`config.mk`:
```
export PLATFORM = sky130hd
export DESIGN_NAME = div_repeated_sub
export DESIGN_NICKNAME = d
export VERILOG_FILES = /design/src/rtl/div_repeated_sub.sv
export SDC_FILE = /design/constraint.sdc
export NUM_CORES = 1
export LEC_CHECK = 0
export BUFFER_PORTS_ARGS = -buffer_cell sky130_fd_sc_hd__buf_2
export CAP_MARGIN = 20
export CORE_MARGIN = 4
export CORE_UTILIZATION = 58
export CTS_CLUSTER_DIAMETER = 100
export DETAILED_ROUTE_END_ITERATION = 7
export PLACE_DENSITY = 0.81
export SLEW_MARGIN = 20
export SYNTH_ARGS = -nofsm -noshare
export SYNTH_HDL_FRONTEND = slang
export SYNTH_SLANG_ARGS = --single-unit
```
`constraint.sdc`:
```
create_clock -name clk -period 2.9 [get_ports clk]
set_input_delay 0.435 -clock clk [delete_from_list [all_inputs] [get_ports clk]]
set_output_delay 0.435 -clock clk [all_outputs]
set_load 0.02 [all_outputs]
```
`src/rtl/div_repeated_sub.sv`:
```
// div_repeated_sub: unsigned divider by repeated subtraction, one subtraction per clock
module div_repeated_sub #(
  parameter int WIDTH = 16
) (
  input  logic             clk,
  input  logic             rst_n,
  input  logic             start,
  input  logic [WIDTH-1:0] dividend,
  input  logic [WIDTH-1:0] divisor,
  output logic [WIDTH-1:0] quotient,
  output logic [WIDTH-1:0] remainder,
  output logic             busy,
  output logic             done,
  output logic             div_by_zero
);
  typedef enum logic [1:0] {IDLE, CHECK, SUB, DONE} state_t;
  state_t state, state_nx;
  logic [WIDTH-1:0] a, b, q;
  always_ff @(posedge clk or negedge rst_n)
    if (!rst_n) state <= IDLE;
    else state <= state_nx;
  always_comb begin
    state_nx = state;
    case (state)
      IDLE:    state_nx = start ? CHECK : IDLE;
      CHECK:   state_nx = (b == '0) ? DONE : SUB;
      SUB:     state_nx = (a >= b) ? SUB : DONE;
      DONE:    state_nx = start ? DONE : IDLE;
      default: state_nx = IDLE;
    endcase
  end
  // results change only on entry to DONE and otherwise hold
  always_ff @(posedge clk or negedge rst_n)
    if (!rst_n) begin
      a <= '0;
      b <= '0;
      q <= '0;
      quotient <= '0;
      remainder <= '0;
      div_by_zero <= 1'b0;
    end else begin
      case (state)
        IDLE: if (start) begin
          a <= dividend;
          b <= divisor;
          q <= '0;
        end
        CHECK: if (b == '0) begin
          quotient <= '1;
          remainder <= a;
          div_by_zero <= 1'b1;
        end
        SUB: if (a >= b) begin
          a <= a - b;
          q <= q + WIDTH'(1);
        end else begin
          quotient <= q;
          remainder <= a;
          div_by_zero <= 1'b0;
        end
        default: ;
      endcase
    end
  assign busy = (state == CHECK) || (state == SUB);
  assign done = (state == DONE);
endmodule

```
### Word-level counts from Yosys, hierarchy flattened

Index checks and enable logic that the tools add are counted.

* magnitude comparators: 1
* multiplexer cells: 20
* reduce and logical (&&, ||, !) cells: 8
* equal/unequal tests: 7
* add/subtract/negate cells: 2

Operator list (number)
* 2-to-1 mux 16 bit: 8
* one-hot mux 16 bit (2 select lines): 4
* adder 16 x 1 -> 16 bit, second input constant: 1
* >= comparator 16 bit: 1
* logical NOT 16 bit: 1
* subtractor 16 bit: 1
* != test 2 bit, second input constant: 4
* one-hot mux 2 bit (4 select lines): 1
* AND reduction 3 bit: 2
* 2-to-1 mux 1 bit: 5
* equality test 2 bit, second input constant: 2
* nonzero test 2 bit: 2
* equality test 2 x 1 -> 1 bit, second input constant: 1
* logical NOT 2 bit: 1
* 2-to-1 mux 2 bit: 1
* one-hot mux 1 bit (2 select lines): 1
* AND reduction 2 bit: 1
* logical OR 1 bit: 1

* output and inout port bits: 35
* bits of input ports: 35
* flip-flop bits (word level): 83
* logic and storage cells: 45

### Depth between registers and ports, before layout

Gate-level depths: netlist of run 1.

* word-level depth: 3
* mapped depth: 11
* gate-level depth less buffers: 9

### Least setup slack after synthesis of run 1

OpenSTA, ideal clock, no wires.

* kind: reg2reg
* from: register a[0]
* to: register remainder[10]
* arrival: 2.263 ns
* required time: 2.775 ns
* cell stages (with the launch flop): 12
* buffers on the path: 2
* setup time: 0.125 ns
* path slack: 0.512 ns
* clock period less this slack: 2.388 ns
* cell sequence: dfrtp_1 -> inv_1 -> ha_1 -> fa_1 -> nand2b_1 -> a21oi_1 -> o311ai_2 -> nand2_1 -> buf_6 -> a21oi_4 -> buf_12 -> mux2_4

* longest elaborated chain between the ends: 3

RTL lines
* start, declared: RTL line 18 `logic [WIDTH-1:0] a, b, q;`
* start signal, assigned: RTL line 44 `a <= dividend;`
* start signal, assigned: RTL line 54 `a <= a - b;`
* >= comparator 16 bit: RTL line 53 `SUB: if (a >= b) begin`
* != test 2 bit (no line)
* AND reduction 3 bit (no line)
* end signal, assigned: RTL line 39 `remainder <= '0;`
* end signal, assigned: RTL line 50 `remainder <= a;`
* end signal, assigned: RTL line 58 `remainder <= a;`
* end, declared: RTL line 11 `output logic [WIDTH-1:0] remainder,`

Every way passes these cells.
A chain may end at the register's enable or synchronous reset.

### Worst setup path in the final report of run 1

* from: register a[0]
* to: register q[6]

* longest elaborated chain between the ends: 3

RTL lines
* >= comparator 16 bit: RTL line 53
* != test 2 bit (no line)
* AND reduction 3 bit (no line)
* end signal, assigned: RTL line 55 `q <= q + WIDTH'(1);`
* end, declared: RTL line 18

Every way passes these cells.

==> flow_summary.json, run 1 <==
{
  "outcome": "finished, final reports clean",
  "worstReg2RegStart": "a[0]",
  "layout_commonest_cell": "dfrtp_1",
  "top_layer_used": "met4",
  "post_cts_resized": 0,
  "hold_viol_final": 0,
  "fin_crit_ns": 2.63,
  "ff2ff_path_depth": 9,
  "finalSetupViolations": 0,
  "ir_drop_mv": 0.728,
  "grtUsageTotal_pct": 24.1,
  "core-area_sq_mm": 0.00830,
  "vias_per_cell": 6.08,
  "pwr-share-clk_pct": 11.7,
  "crit_chain": "inv_1 -> ha_1 -> fa_1 -> nand2b_1 -> a21oi_1 -> o311a_2 -> o21ai_2 -> or4_1 -> nand3_1",
  "postRouteWirelength_mm": 11.8,
  "pwr-share-comb_pct": 61.8,
  "worst-path-stages": 9,
  "max-slew-margin-rel_pct": 49.0,
  "drc_errors": 0,
  "area_growth_pct": 13.4,
  "pwr-share-seq_pct": 26.5,
  "drtIter0Drc": 343,
  "crit_fanout": 17,
  "worstSetupStartpoint": "a[0]",
  "grt_antenna_before_repair": 0,
  "seq_area_frac_synth_pct": 41.4,
  "power_mw": 8.06,
  "diodes": 0,
  "ys_types": 67,
  "start_kind": "flip-flop",
  "crit_family": "simple AND/OR/NAND/NOR gates",
  "syn_inst": 507,
  "drive_above_1_share_pct": 26.2,
  "power.leakage_nw": 2.71,
  "finalSetupTns_ns": 0,
  "clock-sinks": 83,
  "fin_crit_sh_pct": 90.7,
  "post_drt_wl_per_cell_microns": 17.2,
  "powerDensity_mw_per_mm2": 1420,
  "grt_max_degree": 84,
  "cp-end-kind": "flip-flop",
  "wl_met2_mm": 5.41,
  "core.rowCount": 33,
  "die_y_microns": 101,
  "grt_pass1_wl_mm": 19.6,
  "numCtsBuffers": 9,
  "dr_total_vias": 4173,
  "routabilityCongestion": 1.00,
  "slowest_delay_ns": 0.52,
  "dieWidth_microns": 101,
  "ctsHoldBuffers": 0,
  "mostFrequentLayoutCells": "83 x dfrtp_1, 68 x buf_2, 60 x nand2_1",
  "final_antenna_net_count": 0,
  "root_buffer": "clkbuf_8",
  "cp.required_ns": 3.21,
  "critical_path_class": "reg2reg",
  "portBuffers": 69,
  "crit_buf_inv": 1,
  "ys_ff_latch": 83,
  "wl_met3_microns": 748,
  "worstHoldPathType": "in2async",
  "dp_hpwl_mm": 8.57,
  "cap_violations": 0,
  "async_reset_ff_share_pct": 100,
  "syn_nets": 564,
  "overflow": 0,
  "syn_area_sq_mm": 0.00501,
  "internal-power_mw": 4.32,
  "drv_slew": 0,
  "io_pins": 70,
  "finClkSkew_ns": 0.0128,
  "max_freq_mhz": 380,
  "clk_path_buf_depth": 2,
  "clk_pin_slew_ns": 0.09,
  "m1WireLength_mm": 5.34,
  "rsz0062_at_grt": "false",
  "firstDrtPassIters": 5,
  "synthFlopType": "dfrtp_1",
  "tightest_slew_ns": 0.764,
  "cp.arrival_ns": 2.94,
  "clock_latency_ns": 0.37,
  "synth_edf_count": 0,
  "critPathSlowestCell": "or4_1",
  "synth_warnings": 0,
  "grt_pass1_vias": 4161,
  "cts_tree": "done",
  "die_area_sq_mm": 0.0102,
  "htreeDepth": 3,
  "fill_cells": 631,
  "initial_core_util_pct": 60.4,
  "finalNetCount": 633,
  "post-cts-setup-buffers": 0,
  "swShare_pct": 46.5,
  "synth_area_per_cell_sq_um": 9.88,
  "switchingPower_mw": 3.75
}
==> cell families after synthesis <==
kind of cell	synth area share [%]
AND/OR/NAND/NOR	20.3
XOR/XNOR	1.40
flip-flops	41.4
adder cells (fa/ha/maj)	5.64
buffers and inverters	4.49
multiplexers	10.2
AO/OA/AOI/OAI	16.5
==> cell usage after synthesis (all sizes together), types with 3 or more instances <==
cell type | number | area, sq um
dfrtp | 83 | 2080
nand2 | 61 | 231
mux2 | 35 | 432
nor2 | 29 | 109
nand3 | 28 | 140
o21ai | 28 | 170
a21oi | 24 | 146
inv | 23 | 86.3
ha | 21 | 263
or3 | 19 | 119
nand3b | 16 | 120
o211a | 16 | 160
buf | 15 | 105
nand2b | 10 | 62.6
clkbuf | 9 | 33.8
mux2i | 8 | 80.1
or4 | 8 | 60.1
o211ai | 6 | 45.0
xnor2 | 6 | 52.6
nand4 | 5 | 37.5
a21o | 4 | 30.0
a31oi | 4 | 25.0
nor4 | 4 | 25.0
o311ai | 4 | 42.6
a211oi | 3 | 27.5
nor3 | 3 | 31.3
o21a | 3 | 22.5
or2 | 3 | 18.8
==> metrics by stage <==
stage / instance area (sq um) / utilization [%] / hold slack (ns) / instances / setup slack [ns]
CTS: 5680 / 68.4 / 0.283 / 686 / 0.266
global route: 5680 / 68.4 / 0.175 / 686 / 0.0901
finish: 5680 / 68.4 / 0.0893 / 686 / 0.271
global placement: 5450 / 65.7 / 0.488 / 670 / 0.393
detailed placement: 5450 / 65.7 / 0.490 / 670 / 0.285
floorplan: 5010 / - / 0.139 / 507 / 0.512
==> power groups by stage <==
stage	registers [mW]	logic (mW)	clock network, mW
finish	2.14	4.98	0.945
global route	2.21	5.48	1.01
floorplan	2.26	3.67	0
CTS	2.13	4.97	0.963
detailed placement	2.15	4.93	0
global placement	2.12	4.80	0
==> layout make-up <==
class                           count  area [sq um]  share of cell area [%]
Clock buffer                        9           124                    2.18
Tap cell                          105           131                    2.31
Clock inverter                      7           101                    1.78
Sequential cell                    83          2080                    36.6
Inverter                           23          86.3                    1.52
Timing Repair Buffer               82           449                    7.91
Multi-Input combinational cell    377          2710                    47.7
==> sequential cells by signal (all words and copies together) (netlist names) <==
| signal | cells |
|---|---|
| b | 16 |
| remainder | 16 |
| div_by_zero | 1 |
| a | 16 |
| quotient | 16 |
| q | 16 |
| state | 2 |
==> layer usage <==
metal  up-vias  track usage (%)
met1      2025             33.3
met2       144             37.0
met3        25             5.19
li1       1979                -
met5         -                0
met4         0             9.51
==> final timing paths <==
kind | endpoint | slack (ns)
worst min-delay path | a[11] | 0.09
worst max register to register | q[6] | 0.27
worst max-delay path | q[6] | 0.27
min in group clk | b[9] | 0.29
max in group asynchronous | b[7] | 2.26
worst min register to register | remainder[15] | 0.51
(Power assumes the default switching activity.)
==> run 2: changes to the inputs <==
--- a/config.mk
+++ b/config.mk
@@ -5,6 +5,7 @@
 export SDC_FILE = /design/constraint.sdc
 export NUM_CORES = 1
 export LEC_CHECK = 0
+export ABC_AREA = 1
 export BUFFER_PORTS_ARGS = -buffer_cell sky130_fd_sc_hd__buf_2
 export CAP_MARGIN = 20
 export CORE_MARGIN = 4
==> flow_summary.json, run 2 <==
{
  "outcome": "finished, final reports clean",
  "cp-end-kind": "flip-flop",
  "drv_slew": 0,
  "fin_crit_sh_pct": 87.2,
  "syn_area_sq_mm": 0.00503,
  "max_freq_mhz": 395,
  "ys_types": 31,
  "crit_buf_inv": 2,
  "setup_ws_ns": 0.370,
  "synthFlopType": "dfrtp_1",
  "cap_violations": 0,
  "firstDrtPassIters": 6,
  "worstHoldPathType": "in2async",
  "fin_crit_ns": 2.53,
  "crit_chain": "inv_1 -> ha_1 -> fa_1 -> inv_1 -> nand2_1 -> nand2_1 -> nand3_2 -> nand3_2 -> nand2_2 -> nand2_2 -> nand2_4 -> nand2_4 -> nand2_1 -> nand2_1",
  "synthMostInstantiatedCell": "nand2_1",
  "drtIter0Drc": 319,
  "htreeDepth": 3,
  "area_growth_pct": 11.3,
  "cp.arrival_ns": 2.83,
  "final_antenna_net_count": 0,
  "crit_fanout": 34,
  "max-slew-margin-rel_pct": 50.6,
  "clk_pin_slew_ns": 0.10,
  "m1WireLength_mm": 5.89,
  "top_layer_used": "met4",
  "dp.cells": 865,
  "grtUsageTotal_pct": 24.9,
  "critPathMostFrequentCell": "nand2_1",
  "post_cts_resized": 0,
  "finalNetCount": 828,
  "grt_pass1_vias": 4294,
  "core-area_sq_mm": 0.00834,
  "wl_met2_mm": 5.00,
  "dpl_worst_slack_ns": 0.396,
  "synth_warnings": 0,
  "clk_path_buf_depth": 2,
  "drive_above_1_share_pct": 14.0,
  "initial_core_util_pct": 60.3,
  "grt_max_degree": 84,
  "ctsHoldBuffers": 0,
  "critical_path_class": "reg2reg",
  "rsz0062_at_grt": "false",
  "timing.hold.ws_ns": 0.0940,
  "die_y_microns": 101,
  "post_drt_wl_per_cell_microns": 13.6,
  "synth_edf_count": 0,
  "clock_latency_ns": 0.36,
  "synth_area_leaders": "dfrtp_1 41%, nand2_1 21%, nand3_1 7.2%",
  "drc_errors": 0,
  "grt_antenna_before_repair": 0,
  "numCtsBuffers": 9,
  "final_cells": 881,
  "syn_nets": 768,
  "hold_viol_final": 0,
  "finClkSkew_ns": 0.0138,
  "cp.required_ns": 3.20,
  "ys_ff_latch": 83,
  "portBuffers": 69,
  "routabilityCongestion": 0.987,
  "io_pins": 70,
  "synth_area_per_cell_sq_um": 7.07,
  "postRouteWirelength_mm": 12.0,
  "root_buffer": "clkbuf_8",
  "slowest_delay_ns": 0.42,
  "finalSetupViolations": 0,
  "vias_per_cell": 5.26,
  "dieWidth_microns": 101,
  "powerDensity_mw_per_mm2": 1240,
  "layout_commonest_cell": "nand2_1",
  "diodes": 0,
  "grt_pass1_wl_mm": 20.4,
  "start_kind": "flip-flop",
  "synth_top_area_cell": "dfrtp_1",
  "crit_family": "simple AND/OR/NAND/NOR gates",
  "finalSetupTns_ns": 0,
  "syn_inst": 711,
  "post-cts-setup-buffers": 0,
  "post-route-util_pct": 67.1,
  "core.rowCount": 33,
  "dr_total_vias": 4634,
  "tightest_slew_ns": 0.741,
  "dp_hpwl_mm": 9.00,
  "clock-sinks": 83,
  "critPathSlowestCell": "fa_1",
  "overflow": 0,
  "power.leakage_nw": 3.10,
  "wl_met3_microns": 875,
  "cts_tree": "done",
  "synthTopCellsByCount": "275 x nand2_1, 83 x dfrtp_1, 79 x inv_1",
  "synth_top_area_share_pct": 41.3,
  "async_reset_ff_share_pct": 100,
  "die_area_sq_mm": 0.0102,
  "seq_area_frac_synth_pct": 41.3,
  "ir_drop_mv": 0.691,
  "mostFrequentLayoutCells": "275 x nand2_1, 83 x dfrtp_1, 79 x inv_1"
}
## run 2: worst paths after layout
kind | startpoint | endpoint | slack (ns) | cells past startpoint
hold / removal | rst_n | quotient[2] | 0.09 | 1
setup / recovery | a[0] | remainder[15] | 0.37 | 14
setup reg to reg | a[0] | remainder[15] | 0.37 | 14
hold reg to reg | quotient[11] | quotient[11] | 0.47 | 2
max in group asynchronous | rst_n | b[11] | 2.29 | 1
min in group clk | divisor[6] | b[6] | 0.31 | 3
## run 2: cell families after synthesis
| logic type | Yosys count | synth area share [%] |
|---|---|---|
| AOI/OAI and AO/OA | 52 | 5.70 |
| and+or+nand+nor | 436 | 36.4 |
| muxes | 1 | 0.224 |
| adders and majority gates | 22 | 5.63 |
| buffers and inverters | 106 | 8.84 |
| xor gates and xnor gates | 11 | 1.92 |
| DFF | 83 | 41.3 |
## run 2: cell type report
cell class / instances / area [sq um]
Tap cell: 105 / 131
Sequential cell: 83 / 2080
Clock buffer: 10 / 138
Clock inverter: 6 / 55.1
Inverter: 82 / 308
Fill cell: 747 / 2750
Timing Repair Buffer: 73 / 382
Multi-Input combinational cell: 522 / 2500
## run 2: worst register-to-register path, stage by stage, from the launching register on
cell,delay [ns]
dfrtp_1,0.36
inv_1,0.06
ha_1,0.22
fa_1,0.42
inv_1,0.11
nand2_1,0.05
nand2_1,0.09
nand3_2,0.09
nand3_2,0.09
nand2_2,0.07
nand2_2,0.11
nand2_4,0.22
nand2_4,0.37
nand2_1,0.12
nand2_1,0.07
## run 2: where the power goes
part           internal (mW)  switching, mW  total, mW
registers               1.64          0.307       1.95
logic                   1.33           2.81       4.14
clock network          0.355          0.475      0.830
total                   3.32           3.59       6.92
## run 2: routing by layer
metal | global-route usage [%] | up-vias
met5 | 0 | -
met4 | 7.87 | 0
met3 | 3.67 | 22
met2 | 35.8 | 161
met1 | 38.3 | 2107
li1 | - | 2344
## run 2: metrics by stage
step | cell area (sq um) | total power, mW
floorplan | 5030 | 5.15
global placement | 5400 | 5.93
detailed placement | 5400 | 6.08
CTS | 5590 | 6.92
global route | 5600 | 7.62
finish | 5600 | 6.92
